`src/rtl/regfile_pkg.sv`:
```
// Shared constants and types for the register-file writeback arbiter.
package regfile_pkg;

  localparam int NREG = 32;
  localparam int AW   = 5;
  localparam int DW   = 32;

  localparam logic [AW-1:0] REG_ZERO = '0;

  // Round-robin pointer: which side wins the next both-full cycle.
  typedef enum logic {
    RR_A = 1'b0,
    RR_B = 1'b1
  } rr_e;

endpackage : regfile_pkg

```
`src/rtl/wb_hold_slot.sv`:
```
// One-entry writeback holding slot. Ready depends only on the slot flag and
// the arbiter grant, never on the requester's valid.
module wb_hold_slot
  import regfile_pkg::*;
(
  input  logic          clk,
  input  logic          rst_n,
  input  logic          valid_i,
  input  logic [AW-1:0] addr_i,
  input  logic [DW-1:0] data_i,
  input  logic          grant_i,
  output logic          ready_o,
  output logic          full_o,
  output logic [AW-1:0] addr_o,
  output logic [DW-1:0] data_o
);

  logic          full_q, full_d;
  logic [AW-1:0] addr_q;
  logic [DW-1:0] data_q;
  logic          load;

  assign ready_o = ~full_q | grant_i;
  assign load    = valid_i & ready_o;

  // Load wins over drain so a same-cycle accept keeps the slot full.
  always_comb begin
    full_d = full_q;
    if (load)         full_d = 1'b1;
    else if (grant_i) full_d = 1'b0;
  end

  // Slot flag and payload; payload only changes on accept.
  always_ff @(posedge clk or negedge rst_n) begin
    if (!rst_n) begin
      full_q <= 1'b0;
      addr_q <= '0;
      data_q <= '0;
    end else begin
      full_q <= full_d;
      if (load) begin
        addr_q <= addr_i;
        data_q <= data_i;
      end
    end
  end

  assign full_o = full_q;
  assign addr_o = addr_q;
  assign data_o = data_q;

endmodule : wb_hold_slot

```
`src/rtl/regfile_wb_arbiter.sv`:
```
// Shares the register-file write port between the ALU (A) and load-return (B)
// writeback paths with round-robin arbitration and registered one-hot outputs.
module regfile_wb_arbiter
  import regfile_pkg::*;
(
  input  logic            clk,
  input  logic            rst_n,
  input  logic            a_valid,
  output logic            a_ready,
  input  logic [AW-1:0]   a_addr,
  input  logic [DW-1:0]   a_data,
  input  logic            b_valid,
  output logic            b_ready,
  input  logic [AW-1:0]   b_addr,
  input  logic [DW-1:0]   b_data,
  input  logic            stall,
  output logic [NREG-1:0] wr_en,
  output logic [AW-1:0]   wr_addr,
  output logic [DW-1:0]   wr_data,
  output logic            conflict
);

  logic          a_full, b_full;
  logic [AW-1:0] a_slot_addr, b_slot_addr;
  logic [DW-1:0] a_slot_data, b_slot_data;
  logic          grant_a, grant_b, both_full;
  logic [AW-1:0] sel_addr;
  logic [DW-1:0] sel_data;
  logic [NREG-1:0] sel_onehot;

  rr_e             rr_q;
  logic [NREG-1:0] wr_en_q;
  logic [AW-1:0]   wr_addr_q;
  logic [DW-1:0]   wr_data_q;
  logic            conflict_q;

  wb_hold_slot u_slot_a (
    .clk     (clk),
    .rst_n   (rst_n),
    .valid_i (a_valid),
    .addr_i  (a_addr),
    .data_i  (a_data),
    .grant_i (grant_a),
    .ready_o (a_ready),
    .full_o  (a_full),
    .addr_o  (a_slot_addr),
    .data_o  (a_slot_data)
  );

  wb_hold_slot u_slot_b (
    .clk     (clk),
    .rst_n   (rst_n),
    .valid_i (b_valid),
    .addr_i  (b_addr),
    .data_i  (b_data),
    .grant_i (grant_b),
    .ready_o (b_ready),
    .full_o  (b_full),
    .addr_o  (b_slot_addr),
    .data_o  (b_slot_data)
  );

  // Grants look only at slot flags, rr and stall; at most one side wins.
  always_comb begin
    both_full = a_full & b_full;
    grant_a   = ~stall & a_full & (~b_full | (rr_q == RR_A));
    grant_b   = ~stall & b_full & (~a_full | (rr_q == RR_B));
    sel_addr  = grant_a ? a_slot_addr : b_slot_addr;
    sel_data  = grant_a ? a_slot_data : b_slot_data;
    sel_onehot = (sel_addr == REG_ZERO) ? '0 : (NREG'(1) << sel_addr);
  end

  // Round-robin pointer and registered write-port outputs.
  always_ff @(posedge clk or negedge rst_n) begin
    if (!rst_n) begin
      rr_q       <= RR_A;
      wr_en_q    <= '0;
      wr_addr_q  <= '0;
      wr_data_q  <= '0;
      conflict_q <= 1'b0;
    end else begin
      if (both_full && !stall) rr_q <= grant_a ? RR_B : RR_A;
      conflict_q <= 1'b0;
      if (grant_a || grant_b) begin
        wr_en_q    <= sel_onehot;
        wr_addr_q  <= sel_addr;
        wr_data_q  <= sel_data;
        conflict_q <= both_full && (a_slot_addr == b_slot_addr)
                      && (a_slot_addr != REG_ZERO);
      end else begin
        wr_en_q <= '0;
      end
    end
  end

  assign wr_en    = wr_en_q;
  assign wr_addr  = wr_addr_q;
  assign wr_data  = wr_data_q;
  assign conflict = conflict_q;

endmodule : regfile_wb_arbiter

```
`config.mk`:
```
export PLATFORM = sky130hd
export DESIGN_NAME = regfile_wb_arbiter
export DESIGN_NICKNAME = d
export VERILOG_FILES = /design/src/rtl/regfile_pkg.sv /design/src/rtl/wb_hold_slot.sv /design/src/rtl/regfile_wb_arbiter.sv
export SDC_FILE = /design/constraint.sdc
export NUM_CORES = 1
export LEC_CHECK = 0
export ABC_AREA = 1
export CORE_MARGIN = 2
export CORE_UTILIZATION = 45
export CTS_CLUSTER_SIZE = 12
export DETAILED_ROUTE_END_ITERATION = 12
export PLACE_DENSITY = 0.7
export SLEW_MARGIN = 0
export SYNTH_ARGS = -nofsm -noshare
export SYNTH_HDL_FRONTEND = slang
export SYNTH_SLANG_ARGS = --single-unit
```
`constraint.sdc`:
```
create_clock -name clk -period 1.5 [get_ports clk]
set_input_delay 0.3 -clock clk [delete_from_list [all_inputs] [get_ports clk]]
set_output_delay 0.3 -clock clk [all_outputs]
set_load 0.1 [all_outputs]
```
==> flow_summary.toml <==
[placement]
port_buffers = 150
gp_congestion = 0.822
hpwl_mm = 11.6
dp_cells = 943

[logic_synthesis]
synthCells = 622
async_flop_share_pct = 100
synthFlopType = "dfrtp_1"
synth-edff-count = 0
synth_warnings = 0
synth_area_sq_mm = 0.00595
synth_cell_types = 29
synth-seq-cells = 147
synth.yosys.seq_area_share_pct = 61.9
syn_nets = 701
syn_area_per_cell_sq_um = 9.56

[routing]
drcViolationCount = 0
wl_per_cell_um = 18.5
drt_iter0_drc = 398
drt_first_pass_iters = 5
final_antenna_net_count = 0
via_per_inst = 5.49
via_count = 5457
routed_wl_mm = 18.4

[min_path]
min_path_type = "primary input to async pin"

[clock_tree]
cts_root_buf = "clkbuf_16"
cts_buffers = 17
cts_tree = "built"
cts_buffer_depth = 2
htree_levels = 4
cts_sinks = 147
cts.clk_slew.worst_paths_ns = 0.06
clkLatencyLatePin_ns = 0.42

[cells_and_area]
multi_input_area_sq_mm = 0.00245
layout.nets = 888
nFillCells = 768
layout_commonest_cell = "nand2_1"
area_delta_synth_final_pct = 67.2
final_cell_count_no_fill = 994
layout_common_cells = "nand2_1 (152), dfrtp_1 (144), buf_12 (84)"
diodes = 0
drive_above_1_share_pct = 28.8
seq_area_sq_mm = 0.00368

[worst_setup_path]
endpoint_kind = "output pin"
required_ns = 1.20
crit_arrival_ns = 1.36
critPathKind = "flop to output pin"
cp-start-kind = "flop"
crit_fanout = 4

[timing]
setup_tns_ns = -1.55
fin_crit_ns = 1.66
skew_ns = 0.00672
relSlewSlack_pct = 59.6
rsz0062_at_grt = "yes"
tightest_slew_ns = 0.606
timing.fmax_mhz = 602
fin_crit_sh_pct = 111
setup_viol = 38
hold_violations = 0
maxSlewViolCount = 0
timing.final.ws_setup_ns = -0.161

[die]
rows = 41
core_sq_mm = 0.0128
dieArea_sq_mm = 0.0141
die_w_um = 119
fp.dieH_um = 119
initial_utilization_pct = 46.5
pin_count = 151

[status]
status = "complete, but fails checks"
failed_checks = "setup timing"

[power]
irDropWorstVdd_mv = 2.18
power.density_mw_per_mm2 = 2620
power.static_leakage_nw = 4.59

[global_routing]
grt_pass1_vias = 5550
grt_max_degree = 54
antenna_found_initial = 0
grt-ovfl-total = 0
grt.total_usage_pct = 25.4
grt_pass1_wl_mm = 28.2

[flow_run]
maxCapViolCount = 0
==> power by group <==
group / internal [mW] / switching [mW]
Combinational: 5.30 / 9.02
Clock: 2.95 / 1.64
Sequential: 5.57 / 1.57
==> cell type report <==
class	count	share of cell area, %
flip-flops and latches	147	37.0
multi-input cells	426	24.7
well taps	172	2.16
clock buffers	23	4.91
clock inverters	9	1.51
inverters	14	0.730
repair buffers	203	29.0
==> kinds of logic (layout without fill, tap and decap cells) <==
kind of cell	after synthesis	count (layout)	synth area share, %
compound gates	50	50	5.35
flops	147	147	61.9
simple gates	372	374	28.1
other cells	1	1	0.0631
xor+xnor	1	1	0.147
buf+inv	51	249	4.44
==> stage by stage <==
step | utilization (%) | power (mW) | setup slack, ns | area [sq um] | hold slack [ns]
finish | 77.8 | 26.0 | -0.161 | 9940 | 0.348
floorplan | - | 14.5 | 0.0458 | 5950 | 0.00441
global placement | 67.1 | 19.1 | -0.333 | 8570 | 0.202
detailed placement | 67.1 | 19.4 | -0.439 | 8570 | 0.203
CTS | 73.1 | 24.4 | -0.156 | 9340 | 0.350
global route | 77.8 | 27.1 | -0.186 | 9940 | 0.367
==> critical path, stage by stage, from the launching register on <==
cell	delay, ns
dfrtp_2	0.41
nand2_2	0.07
o21bai_4	0.19
nand2_4	0.08
buf_12	0.17
==> path summary, 6_finish.rpt <==
| kind | depth (start not counted) | slack (ns) | to | from |
|---|---|---|---|---|
| max | 4 | -0.16 | b_ready | u_slot_b.full_o$_DFFE_PN0P_ |
| min | 2 | 0.35 | wr_en[7]$_DFF_PN0_ | rst_n |
| max reg2reg | 9 | -0.11 | wr_en[31]$_DFF_PN0_ | u_slot_a.full_o$_DFFE_PN0P_ |
| min reg2reg | 2 | 0.47 | u_slot_a.data_o[20]$_DFFE_PN0P_ | u_slot_a.data_o[20]$_DFFE_PN0P_ |
| max in group asynchronous | 3 | 0.56 | wr_data[2]$_DFFE_PN0P_ | rst_n |
| min in group clk | 3 | 0.43 | u_slot_b.data_o[5]$_DFFE_PN0P_ | b_data[5] |
==> metal layers <==
layer  up-vias  share of wire [%]  global-route usage, %
met5         -                  0                      0
met4         0                2.4                   10.3
met3        42                8.1                   6.61
met2       318                 51                   42.0
met1      2656                 38                   31.8
li1       2441                  -                      -
==> state kept, by name, summed over array words and instances, names as in the netlist <==
register,count
wr_en,32
u_slot_b.addr_o,5
u_slot_a.data_o,32
rr_q,1
u_slot_b.data_o,32
wr_data,32
conflict,1
u_slot_b.full_o,1
u_slot_a.full_o,1
u_slot_a.addr_o,5
wr_addr,5
==> synthesized netlist by cell type (all sizes together) (2+ instances only) <==
master / count / share of area (%)
nand2: 174 / 12
dfrtp: 147 / 62
nand3: 80 / 6.9
nor2: 74 / 5.2
o22ai: 33 / 3.5
nor3: 32 / 2.7
buf: 30 / 3.1
inv: 14 / 0.93
nand4: 12 / 1.3
clkbuf: 7 / 0.44
o21ai: 7 / 0.65
a21oi: 6 / 0.51
o21a: 2 / 0.25
==> timing repair <==
action	in CTS	in global routing
cloned	1	6
hold buffers	1	0
gates resized for setup	17	95
hold endpoints to repair	29	0
setup endpoints to repair	31	77
buffers inserted	8	5
pin swaps	7	29
Power figures use the tool's default switching activity.
